### src/rtl/pong_pkg.sv
// pong_pkg: constants and types shared by the Pong game FSM and the VGA renderer.
// Holds the 640x480@60 timing constants (800x525 total), sync windows, the
// net geometry, the colour constants and the 2-bit game-state encoding.
package pong_pkg;

  localparam int unsigned H_TOTAL      = 800;
  localparam int unsigned H_ACTIVE     = 640;
  localparam int unsigned H_SYNC_START = 656;
  localparam int unsigned H_SYNC_END   = 751;

  localparam int unsigned V_TOTAL      = 525;
  localparam int unsigned V_ACTIVE     = 480;
  localparam int unsigned V_SYNC_START = 490;
  localparam int unsigned V_SYNC_END   = 491;

  localparam int unsigned NET_X_LO     = 318;
  localparam int unsigned NET_X_HI     = 321;

  typedef enum logic [1:0] {
    GS_NEW_GAME = 2'd0,
    GS_PLAY     = 2'd1,
    GS_NEW_BALL = 2'd2,
    GS_OVER     = 2'd3
  } game_state_e;

  typedef struct packed {
    logic [3:0] r;
    logic [3:0] g;
    logic [3:0] b;
  } rgb_t;

  localparam rgb_t COL_BLACK = '{r: 4'h0, g: 4'h0, b: 4'h0};
  localparam rgb_t COL_WHITE = '{r: 4'hF, g: 4'hF, b: 4'hF};
  localparam rgb_t COL_NET   = '{r: 4'h8, g: 4'h8, b: 4'h8};
  localparam rgb_t COL_OVER  = '{r: 4'h4, g: 4'h0, b: 4'h0};

  // Half-open span test start <= pos < start+size, done in 11 bits so an
  // object near the bottom/right edge extends past 1023 instead of wrapping.
  function automatic logic in_span(input logic [10:0] pos,
                                   input logic [10:0] start,
                                   input logic [10:0] size);
    return (pos >= start) && (pos < start + size);
  endfunction

endpackage

### src/rtl/pong_vga_renderer_if.sv
// pong_vga_renderer_if: connection between the game side and the renderer.
//   ball_x, ball_y, paddle1, paddle2 : object positions (10 bits each)
//   game_state                       : 2-bit game FSM state (pong_pkg encoding)
//   frame_tick                       : one-clk pulse at start of vertical blank
//   hsync, vsync, red, green, blue   : VGA output
// master = game FSM / monitor side, slave = renderer.
interface pong_vga_renderer_if;
  logic [9:0] ball_x;
  logic [9:0] ball_y;
  logic [9:0] paddle1;
  logic [9:0] paddle2;
  logic [1:0] game_state;
  logic       frame_tick;
  logic       hsync;
  logic       vsync;
  logic [3:0] red;
  logic [3:0] green;
  logic [3:0] blue;

  modport master (
    output ball_x, ball_y, paddle1, paddle2, game_state,
    input  frame_tick, hsync, vsync, red, green, blue
  );

  modport slave (
    input  ball_x, ball_y, paddle1, paddle2, game_state,
    output frame_tick, hsync, vsync, red, green, blue
  );
endinterface

### src/rtl/pong_vga_renderer_vga_timing.sv
// vga_timing: 25 MHz pixel enable from the 50 MHz clock, 800x525 h/v
// counters, raw (unregistered) active-low syncs, active-video flag and the
// once-per-frame latch strobe at h==0, v==480.
//   clk, rst    : 50 MHz clock, asynchronous active-low reset
//   pix_en      : high every other clk, first on the 2nd clk after release
//   h, v        : current pixel counters
//   hsync_raw, vsync_raw, active : decoded from h/v
//   frame_latch : pix_en cycle where h==0 and v==480
module vga_timing
  import pong_pkg::*;
(
  input  logic       clk,
  input  logic       rst,
  output logic       pix_en,
  output logic [9:0] h,
  output logic [9:0] v,
  output logic       hsync_raw,
  output logic       vsync_raw,
  output logic       active,
  output logic       frame_latch
);

  always_ff @(posedge clk or negedge rst) begin
    if (!rst) begin
      pix_en <= 1'b0;
      h      <= '0;
      v      <= '0;
    end else begin
      pix_en <= ~pix_en;
      if (pix_en) begin
        if (h == 10'(H_TOTAL - 1)) begin
          h <= '0;
          if (v == 10'(V_TOTAL - 1)) v <= '0;
          else                       v <= v + 10'd1;
        end else begin
          h <= h + 10'd1;
        end
      end
    end
  end

  always_comb begin
    hsync_raw   = !((h >= 10'(H_SYNC_START)) && (h <= 10'(H_SYNC_END)));
    vsync_raw   = !((v >= 10'(V_SYNC_START)) && (v <= 10'(V_SYNC_END)));
    active      = (h < 10'(H_ACTIVE)) && (v < 10'(V_ACTIVE));
    frame_latch = pix_en && (h == '0) && (v == 10'(V_ACTIVE));
  end

endmodule

### src/rtl/pong_vga_renderer.sv
// pong_vga_renderer: draws ball, two paddles, centre net and background on a
// 640x480 VGA raster. Game inputs are sampled into shadow registers once per
// frame (start of vertical blank) so a frame is always drawn from one
// consistent snapshot; frame_tick marks that same cycle for the game FSM.
//   clk, rst : 50 MHz clock, asynchronous active-low reset
//   bus      : slave side of pong_vga_renderer_if (game inputs in,
//              hsync/vsync/red/green/blue/frame_tick out)
// hsync, vsync and colour are registered together on pix_en, so the output
// for pixel (h,v) appears one pixel period after the counters show (h,v).
module pong_vga_renderer
  import pong_pkg::*;
#(
  parameter int unsigned BALL_SIZE = 8,
  parameter int unsigned PADDLE_W  = 8,
  parameter int unsigned PADDLE_H  = 64,
  parameter int unsigned P1_X      = 16,
  parameter int unsigned P2_X      = 616
) (
  input  logic              clk,
  input  logic              rst,
  pong_vga_renderer_if.slave bus
);

  logic       pix_en;
  logic [9:0] h;
  logic [9:0] v;
  logic       hsync_raw;
  logic       vsync_raw;
  logic       active;
  logic       frame_latch;

  vga_timing u_timing (
    .clk         (clk),
    .rst         (rst),
    .pix_en      (pix_en),
    .h           (h),
    .v           (v),
    .hsync_raw   (hsync_raw),
    .vsync_raw   (vsync_raw),
    .active      (active),
    .frame_latch (frame_latch)
  );

  logic [9:0]  sh_ball_x;
  logic [9:0]  sh_ball_y;
  logic [9:0]  sh_paddle1;
  logic [9:0]  sh_paddle2;
  game_state_e sh_state;

  always_ff @(posedge clk or negedge rst) begin
    if (!rst) begin
      sh_ball_x  <= '0;
      sh_ball_y  <= '0;
      sh_paddle1 <= '0;
      sh_paddle2 <= '0;
      sh_state   <= GS_NEW_GAME;
    end else if (frame_latch) begin
      sh_ball_x  <= bus.ball_x;
      sh_ball_y  <= bus.ball_y;
      sh_paddle1 <= bus.paddle1;
      sh_paddle2 <= bus.paddle2;
      sh_state   <= game_state_e'(bus.game_state);
    end
  end

  logic [10:0] h11;
  logic [10:0] v11;
  logic        ball_hit;
  logic        paddle_hit;
  logic        net_hit;
  rgb_t        pixel;

  always_comb begin
    h11 = {1'b0, h};
    v11 = {1'b0, v};

    ball_hit   = in_span(h11, {1'b0, sh_ball_x}, 11'(BALL_SIZE)) &&
                 in_span(v11, {1'b0, sh_ball_y}, 11'(BALL_SIZE));
    paddle_hit = (in_span(h11, 11'(P1_X), 11'(PADDLE_W)) &&
                  in_span(v11, {1'b0, sh_paddle1}, 11'(PADDLE_H))) ||
                 (in_span(h11, 11'(P2_X), 11'(PADDLE_W)) &&
                  in_span(v11, {1'b0, sh_paddle2}, 11'(PADDLE_H)));
    // Dashed net: 8 rows on, 8 rows off.
    net_hit    = (h >= 10'(NET_X_LO)) && (h <= 10'(NET_X_HI)) && !v[3];

    pixel = (sh_state == GS_OVER) ? COL_OVER : COL_BLACK;
    if (!active)         pixel = COL_BLACK;
    else if (ball_hit)   pixel = COL_WHITE;
    else if (paddle_hit) pixel = COL_WHITE;
    else if (net_hit)    pixel = COL_NET;
  end

  logic hsync_q;
  logic vsync_q;
  rgb_t rgb_q;

  always_ff @(posedge clk or negedge rst) begin
    if (!rst) begin
      hsync_q <= 1'b1;
      vsync_q <= 1'b1;
      rgb_q   <= COL_BLACK;
    end else if (pix_en) begin
      hsync_q <= hsync_raw;
      vsync_q <= vsync_raw;
      rgb_q   <= pixel;
    end
  end

  assign bus.hsync      = hsync_q;
  assign bus.vsync      = vsync_q;
  assign bus.red        = rgb_q.r;
  assign bus.green      = rgb_q.g;
  assign bus.blue       = rgb_q.b;
  assign bus.frame_tick = frame_latch;

endmodule

### src/flat_wrapper.sv
// flat-port wrapper written by rule: the top's interface ports become plain ports
module pong_vga_renderer_flat import pong_pkg::*;
#(
  parameter int unsigned BALL_SIZE = 8,
  parameter int unsigned PADDLE_W  = 8,
  parameter int unsigned PADDLE_H  = 64,
  parameter int unsigned P1_X      = 16,
  parameter int unsigned P2_X      = 616
)
  (clk, rst, bus_ball_x, bus_ball_y, bus_paddle1, bus_paddle2, bus_game_state, bus_frame_tick, bus_hsync, bus_vsync, bus_red, bus_green, bus_blue);
  pong_vga_renderer_if bus_i ();
  input  logic clk;
  input  logic rst;
  input wire logic [$bits(bus_i.ball_x)-1:0] bus_ball_x;
  input wire logic [$bits(bus_i.ball_y)-1:0] bus_ball_y;
  input wire logic [$bits(bus_i.paddle1)-1:0] bus_paddle1;
  input wire logic [$bits(bus_i.paddle2)-1:0] bus_paddle2;
  input wire logic [$bits(bus_i.game_state)-1:0] bus_game_state;
  output wire logic [$bits(bus_i.frame_tick)-1:0] bus_frame_tick;
  output wire logic [$bits(bus_i.hsync)-1:0] bus_hsync;
  output wire logic [$bits(bus_i.vsync)-1:0] bus_vsync;
  output wire logic [$bits(bus_i.red)-1:0] bus_red;
  output wire logic [$bits(bus_i.green)-1:0] bus_green;
  output wire logic [$bits(bus_i.blue)-1:0] bus_blue;
  assign bus_i.ball_x = bus_ball_x;
  assign bus_i.ball_y = bus_ball_y;
  assign bus_i.paddle1 = bus_paddle1;
  assign bus_i.paddle2 = bus_paddle2;
  assign bus_i.game_state = bus_game_state;
  assign bus_frame_tick = bus_i.frame_tick;
  assign bus_hsync = bus_i.hsync;
  assign bus_vsync = bus_i.vsync;
  assign bus_red = bus_i.red;
  assign bus_green = bus_i.green;
  assign bus_blue = bus_i.blue;
  pong_vga_renderer #(.BALL_SIZE(BALL_SIZE), .PADDLE_W(PADDLE_W), .PADDLE_H(PADDLE_H), .P1_X(P1_X), .P2_X(P2_X)) u_core (.clk(clk), .rst(rst), .bus(bus_i));
endmodule
### config.mk
export PLATFORM = sky130hd
export DESIGN_NAME = pong_vga_renderer_flat
export DESIGN_NICKNAME = d
export VERILOG_FILES = /design/src/rtl/pong_pkg.sv /design/src/rtl/pong_vga_renderer_if.sv /design/src/rtl/pong_vga_renderer_vga_timing.sv /design/src/rtl/pong_vga_renderer.sv /design/src/flat_wrapper.sv
export SDC_FILE = /design/constraint.sdc
export NUM_CORES = 1
export LEC_CHECK = 0
export CORE_ASPECT_RATIO = 0.7
export CORE_MARGIN = 2
export CORE_UTILIZATION = 50
export CTS_BUF_LIST = sky130_fd_sc_hd__clkbuf_4
export CTS_CLUSTER_SIZE = 20
export DETAILED_ROUTE_END_ITERATION = 8
export GPL_ROUTABILITY_DRIVEN = 0
export PLACE_DENSITY = 0.73
export SLEW_MARGIN = 20
export SYNTH_ARGS = -nofsm -noshare
export SYNTH_HDL_FRONTEND = slang
export SYNTH_SLANG_ARGS = --single-unit
### constraint.sdc
create_clock -name clk -period 3.17 [get_ports clk]
set_input_delay 0.951 -clock clk [delete_from_list [all_inputs] [get_ports clk]]
set_output_delay 0.951 -clock clk [all_outputs]
set_load 0.02 [all_outputs]
* Yosys cells after proc, flatten, opt, wreduce, memory -nomap -nowiden
Index checks and enable logic that the tools add are counted.
** Word-level totals
- Register bits :: 77
- Bits of input ports :: 44
- Output and inout bits :: 15
- Word-level logic and storage cells :: 73
** Cells by class
- Add/sub/neg operators :: 6
- $lt $le $gt $ge :: 20
- Equal/unequal tests :: 4
- Multiplexer cells :: 7
- Bitwise gates (word level) :: 1
- Reduce and logical (&&, ||, !) cells :: 22
** Operators with widths (number)
- 2-to-1 mux 12 bit :: 4
- < comparator 10 x 11 -> 1 bit :: 4
- greater-or-equal comparator 10 bit :: 4
- adder 10 x 4 -> 11 bit (second input constant) :: 2
- adder 10 x 7 -> 11 bit (second input constant) :: 2
- adder 10 x 1 -> 10 bit (second input constant) :: 2
- equality test 10 bit (second input constant) :: 2
- greater-or-equal comparator 10 bit (second input constant) :: 2
- greater-or-equal comparator 10 x 9 -> 1 bit (second input constant) :: 2
- less-or-equal comparator 10 x 9 -> 1 bit (second input constant) :: 2
- < comparator 10 bit (second input constant) :: 2
- 2-to-1 mux 10 bit :: 2
- logical AND 1 bit :: 16
- 2-to-1 mux 11 bit :: 1
- equality test 10 x 9 -> 1 bit (second input constant) :: 1
- greater-or-equal comparator 10 x 5 -> 1 bit (second input constant) :: 1
- less-or-equal comparator 10 bit (second input constant) :: 1
- logical NOT 10 bit :: 1
- < comparator 10 x 5 -> 1 bit (second input constant) :: 1
- < comparator 10 x 9 -> 1 bit (second input constant) :: 1
- logical NOT 1 bit :: 3
- equality test 2 bit (second input constant) :: 1
- AND reduction 2 bit :: 1
- logical OR 1 bit :: 1
- NOT 1 bit :: 1

* Longest topological paths before layout
Gate-level depths: netlist (run 1).
- Depth in word-level cells :: 8
- Gate-level depth with buffers :: 10
- Gate-level depth less buffers :: 10

* Hierarchy
From an unflattened synthesis (run 1), not the netlist that was laid out.
** Unflattened totals
- Cells, all modules :: 521
- Area, all modules :: 4810.9 µm²
** Modules (own cells, without submodules)
- pong_vga_renderer :: times used 1, cells each 402, area an instance 3613.5 µm², seq. area each 1178.6 µm²
- vga_timing :: times used 1, cells each 119, area an instance 1197.4 µm², seq. area each 525.5 µm²

* Least setup slack after synthesis (run 1)
Ideal clock, no wire load.
- Path kind :: flip-flop to output port
- From :: register u_core.u_timing.v[6]
- To :: output bus_frame_tick
- Arrival :: 1.943 ns
- Required time :: 2.219 ns
- Path slack :: 0.276 ns
- Cell stages (with the launch flop) :: 4
- Path buffers :: 0
- Cell sequence :: dfrtp_1 -> nand4_1 -> or4_4 -> nor4_1
** Between the ends
- Cells in the longest elaborated chain, start to end :: 2
** Ends and longest elaborated chain
- from (decl) :: line pong_vga_renderer_vga_timing.sv:16 : output logic [9:0] v,
- from (signal assigned) :: line pong_vga_renderer_vga_timing.sv:34 : else v <= v + 10'd1;
- equality test 10 x 9 -> 1 bit :: line pong_vga_renderer_vga_timing.sv:46 : frame_latch = pix_en && (h == '0) && (v == 10'(V_ACTIVE));
- logical AND 1 bit :: line pong_vga_renderer_vga_timing.sv:46
- to (decl) :: line flat_wrapper.sv:19 : output wire logic [$bits(bus_i.frame_tick)-1:0] bus_frame_tick;
No other way between the ends.

* Final worst setup path (run 1)
Same ends and word-level chain as after synthesis.

==> results of run 1 <==
==> kinds of logic after synthesis <==
group / after synthesis
flip-flops: 68
multiplexers: 8
AND/OR/NAND/NOR: 153
XOR/XNOR: 26
AO/OA/AOI/OAI: 121
buffers and inverters: 75
adder cells (fa/ha/maj): 73
==> worst max-delay path by stage <==
stage | startpoint | to | slack, ns
after CTS | u_core.u_timing.v[6] | bus_frame_tick | 0.02
after global routing | u_core.u_timing.v[5] | bus_frame_tick | 0.07
after detailed placement | u_core.u_timing.v[6] | bus_frame_tick | 0.06
after floorplan | u_core.u_timing.v[6] | bus_frame_tick | 0.28
after global placement | u_core.u_timing.v[6] | bus_frame_tick | 0.16
final | u_core.u_timing.v[6] | bus_frame_tick | 0.19
==> placed cells by master, fill, tap and decap left out, types with 3 or more instances in the layout <==
master           netlist  routed
nand2_1               58      58
mux2_2                 7       7
xor2_1                 4       4
a21oi_1               23      23
nand3_1               21      21
dfrtp_1               66      66
nor4_1                 4       3
nor2b_1                7       7
nor3_1                 7       7
clkbuf_4               0       9
o211ai_1               4       4
nor2_1                17      17
nand3b_1               3       3
o31ai_1                3       3
and3_1                 5       5
clkinv_2               0       3
ha_1                  73      73
a211oi_1               4       4
inv_1                 51      51
nand4_1               13      13
o21ai_0               50      50
clkdlybuf4s50_1        0      56
a2111oi_0              3       3
nand2b_1               5       5
a31oi_1                6       6
buf_4                 12      24
a21o_1                 6       6
xnor2_1               22      22
clkinvlp_4             0       3
or4_1                  3       3
==> stage by stage <==
step | hold WS [ns] | cells
floorplan | 0.4804 | 524
global placement | 0.4903 | 708
detailed placement | 0.4957 | 708
CTS | 0.5204 | 724
global route | 0.5360 | 724
finish | 0.5170 | 724
==> metal layers <==
metal  part of all wire, %  GRT usage, %
met1                    47         32.80
met2                    45         37.49
met3                   7.0         6.516
met4                   1.5         7.082
met5                     0             0
==> report_power, final <==
| part | internal, W | switching, W |
|---|---|---|
| combinational | 0.0000482 | 0.0000241 |
| sequential | 0.000867 | 0 |
| clock | 0.000235 | 0.000337 |
==> sequential cells by signal (all words and copies together) (netlist names) <==
signal                  flops
u_core.sh_ball_y           10
u_core.u_timing.v          10
u_core.bus.hsync            1
u_core.bus.blue             2
u_core.sh_paddle2          10
u_core.sh_paddle1          10
u_core.u_timing.pix_en      1
u_core.bus.red              1
u_core.sh_ball_x           10
u_core.u_timing.h          10
u_core.bus.vsync            1
u_core.sh_state             2
==> area by class of cell <==
class                   instances  area, um2
flip-flops and latches         68       1704
inverters                      51      191.4
clock buffers                   9      67.56
well taps                     124      155.1
repair buffers                 84      790.8
multi-input cells             381       2760
fillers                       774       3443
clock inverters                 7      67.56
==> what timing repair did <==
action / CTS / global route
hold buffers: 0 / 0
setup endpoints to repair: 1 / 1
buffers inserted: 0 / 0
cloned: 0 / 0
gates resized for setup: 5 / 2
==> metrics.yaml, run 1 <==
numPortBuffers: 58
grt_start_max_net_pins: 69
fin_area_mm2: 0.005737
critPathTopFamily: "simple AND/OR/NAND/NOR gates"
synth_edf_count: 0
cp-start-kind: "register"
synth_mux_area_share_pct: 1.859
finalCritPeriodShare_pct: 94.13
reg2reg_to: "u_core.sh_paddle2[0]"
r2r_cells: 6
fmax_mhz: 335.1
syn_avg_cell_area_um2: 9.119
final_max_slew_viol_count: 0
synth-compound-area-share_pct: 15.48
drc: 0
cp-end-kind: "output port"
hold_class: "in2async"
reg2reg_from: "u_core.u_timing.v[6]"
cts_buffers: 9
drv_cap: 0
clk_pin_slew_ns: 0.12
worstPathMaxFanout: 3
synth.area.top_cells: "dfrtp_1 (35%), ha_1 (19%), o21ai_0 (5.2%), nand2_1 (4.6%), xnor2_1 (4.0%)"
setup_tns_ns: 0
netlist_instances: 524
synth.most_common_cell: "ha_1"
fp.dieH_um: 85.79
h-tree-depth: 3
run_status: "complete, no violations"
die_area_mm2: 0.01037
antenna_cells: 0
grt_util_all_layers_pct: 23.99
hold_viol: 0
core_area_mm2: 0.009180
slew_headroom_pct: 47.98
grt_pass1_vias: 4048
dr.pass1.iters: 4
area_growth_pct: 20.06
clock_latency_ns: 0.43
ant_nets: 0
finClkSkew_ns: 0.01437
power.total_w: 0.001511
die_x_um: 120.8
ys_seq_elements: 68
cp_num_cells: 4
cts_tree: "yes"
ys_top_cells_by_count: "ha_1 (73), dfrtp_1 (66), nand2_1 (58)"
hpwl_um: 8818
required_ns: 2.22
synth_top_family_by_area: "adder cells"
cts.sinks: 68
fin_ws_ns: 0.1859
cts_root_buffer: "clkbuf_4"
num_rows: 29
path_buf_inv: 1
synth_fp_nets: 641
nets: 712
antenna_found_initial: 0
postLayoutCoreUtil_pct: 62.49
drt_wl_total_um: 11510
powerDensity_mw_per_mm2: 263.5
pre_cts_ws_ns: 0.06146
slowest_stage: "or4_4"
viasPerCell: 5.590
path_class: "reg2out"
synth_fa_ha_area_share_pct: 19.11
synth_area_leader_cell: "dfrtp_1"
num_vias: 4047
synth.distinct_cells: 56
synth-main-ff-cell: "dfrtp_1"
wl_per_cell_um: 15.90
synth_area_mm2: 0.004778
grt_setup_unrepaired: "false"
layout-drive-gt1-share_pct: 9.500
ios: 59
arrival_ns: 2.03
yosys_warnings: 0
max_stage_delay_ns: 0.54
synth_xor_area_share_pct: 4.766
reg2reg_slack_ns: 0.64
p_leak_nw: 2.759
clock_path_buffers: 2
vdd_drop_max_mv: 0.2170
yosysSeqAreaShare_pct: 35.66
grt-ovfl-total: 0
synthSimpleGateAreaFrac_pct: 16.23
grt_pass1_wl_um: 19350
drt_iter0_drc: 203
dpl_cell_area_mm2: 0.005592
ys_async_sr_fraction_pct: 100.0
finalSetupViolCount: 0
worstPathCellList: "nand4_1 > or4_4 > nor4_4 > buf_2"
fin_crit_ns: 2.984
max_slew.worst_pin.slew_ns: 0.7732
synth_top_area_share_pct: 34.56
initial_utilization_pct: 52.05
(Power assumes the default switching activity.)
==> run 2, diff against run 1 <==
CORE_UTILIZATION = 54   (was 50)
GPL_ROUTABILITY_DRIVEN = 1   (was 0)
PLACE_DENSITY = 0.78   (was 0.73)
clock period = 3.2 ns   (was 3.17 ns; I/O delays follow)
==> run 2 against run 1 <==
Against the previous run: hold slack better by 0.013 ns; design area fell by 1.1%; power fell by 6.4%; routed wire length about the same; setup slack better by 0.031 ns; non-clock buffer count fell by 3; clock skew shrank 0.0031 ns; register-to-register slack worse by 0.11 ns; combinational power fell by 1%; highest routed layer unchanged; largest power group unchanged; final cell count decreased by 0.97%; utilization rose by 4.1 points; count of clock-buffer cells in the layout rose by 3.
==> metrics.yaml, run 2 (synthesis results as in run 1) <==
grt_start_max_net_pins: 79
drt_wl_total_um: 11510
num_vias: 4086
viasPerCell: 5.699
worstPathMaxFanout: 3
ios: 59
antenna_cells: 0
ant_nets: 0
finalCritPeriodShare_pct: 93.22
cts_tree: "yes"
reg2reg_slack_ns: 0.53
grt_pass1_wl_um: 19250
cp-start-kind: "register"
cts_buffers: 9
fillers: 679
cp-end-kind: "output port"
nets: 709
final_cell_mix: "ha_1 (73), dfrtp_1 (66), nand2_1 (58)"
area_growth_pct: 18.72
grt_util_all_layers_pct: 26.38
slew_headroom_pct: 45.73
antenna_found_initial: 0
final_common_cell: "ha_1"
die_x_um: 116.4
clock_path_buffers: 2
numPortBuffers: 58
arrival_ns: 2.02
dr.pass1.iters: 5
hold_class: "reg2reg"
core_area_mm2: 0.008513
grt-ovfl-total: 0
hpwl_um: 8627
drc: 0
p_leak_nw: 2.742
die_area_mm2: 0.009629
cts_hold_buffers: 0
initial_utilization_pct: 56.13
num_rows: 28
setup_tns_ns: 0
h-tree-depth: 3
grt_pass1_vias: 3969
place_inst: 701
clk_pin_slew_ns: 0.10
path_class: "reg2out"
final_max_slew_viol_count: 0
place_congestion: 0.8886
fp.dieH_um: 82.70
drv_cap: 0
max_slew.worst_pin.slew_ns: 0.8067
instances_no_fill: 717
drt_iter0_drc: 277
finClkSkew_ns: 0.01123
fmax_mhz: 335.2
required_ns: 2.24
clock_latency_ns: 0.45
run_status: "complete, no violations"
wl_per_cell_um: 16.05
finalSetupViolCount: 0
hold_viol: 0
fin_crit_ns: 2.983
grt_setup_unrepaired: "false"
cts.sinks: 68
powerDensity_mw_per_mm2: 249.3
cts_root_buffer: "clkbuf_4"
vdd_drop_max_mv: 0.1825
layout-drive-gt1-share_pct: 8.710
## run 2: cell types whose count changed in the layout (fill, tap and decap cells not counted), moves of 2 or more
cell        delta
buf_4          -3
clkbuf_4       +3
clkinvlp_4     -3
clkinv_1       +2
## run 2: worst max-delay path, stage by stage, from the launching register on
cell and delay (ns):
dfrtp_1 0.37, nand4_1 0.17, or4_4 0.56, nor4_2 0.27, clkbuf_2 0.21
## run 2: report_power, final
part / switching (W) / internal (W) / total (W)
registers: 0 / 0.000859 / 0.000859
clock network: 0.000306 / 0.000178 / 0.000484
logic: 0.0000238 / 0.0000476 / 0.0000714
## run 2: repair_timing
| action | CTS | global route |
|---|---|---|
| buffers inserted | 0 | 0 |
| gates resized for setup | 1 | 4 |
| setup endpoints to repair | 1 | 1 |
## run 2: per-layer routing
metal,vias to the layer above,global-route usage [%],share of wire (%)
met5,-,0,0
met1,1940,35.78,48
met3,18,8.175,6.8
met4,0,6.071,1.1
met2,132,41.63,44
li1,1996,-,-
## run 2: worst paths after layout
path,startpoint,cells past startpoint,end
worst min-delay path,u_core.sh_state[1],1,u_core.sh_state[1]
min in group asynchronous,rst,1,u_core.sh_paddle2[0]
worst max register to register,u_core.sh_paddle2[6],9,u_core.bus.blue[2]
max in group asynchronous,rst,2,u_core.bus.vsync
worst min register to register,u_core.sh_state[1],1,u_core.sh_state[1]
worst max-delay path,u_core.u_timing.v[6],4,bus_frame_tick
## run 2: metrics by stage
stage	setup WS, ns	area, um2	total power (W)	hold slack [ns]	util, %
2_1_floorplan	0.2972	4778	0.0008764	0.4804	-
3_3_place_gp	0.2819	5564	0.0009473	0.4938	65.36
3_5_place_dp	0.2605	5564	0.0009485	0.5108	65.36
4_1_cts	0.03495	5670	0.001442	0.5323	66.61
5_1_grt	0.05336	5673	0.001484	0.5473	66.64
6_report	0.2168	5673	0.001414	0.5303	66.64
## run 2: layout make-up
class | instances | area, um2 | share of cell area, %
multi-input cells | 381 | 2751 | 48.50
repair buffers | 81 | 768.2 | 13.54
clock buffers | 12 | 90.09 | 1.588
flip-flops and latches | 68 | 1704 | 30.04
well taps | 120 | 150.1 | 2.647
inverters | 51 | 191.4 | 3.375
clock inverters | 4 | 17.52 | 0.3088
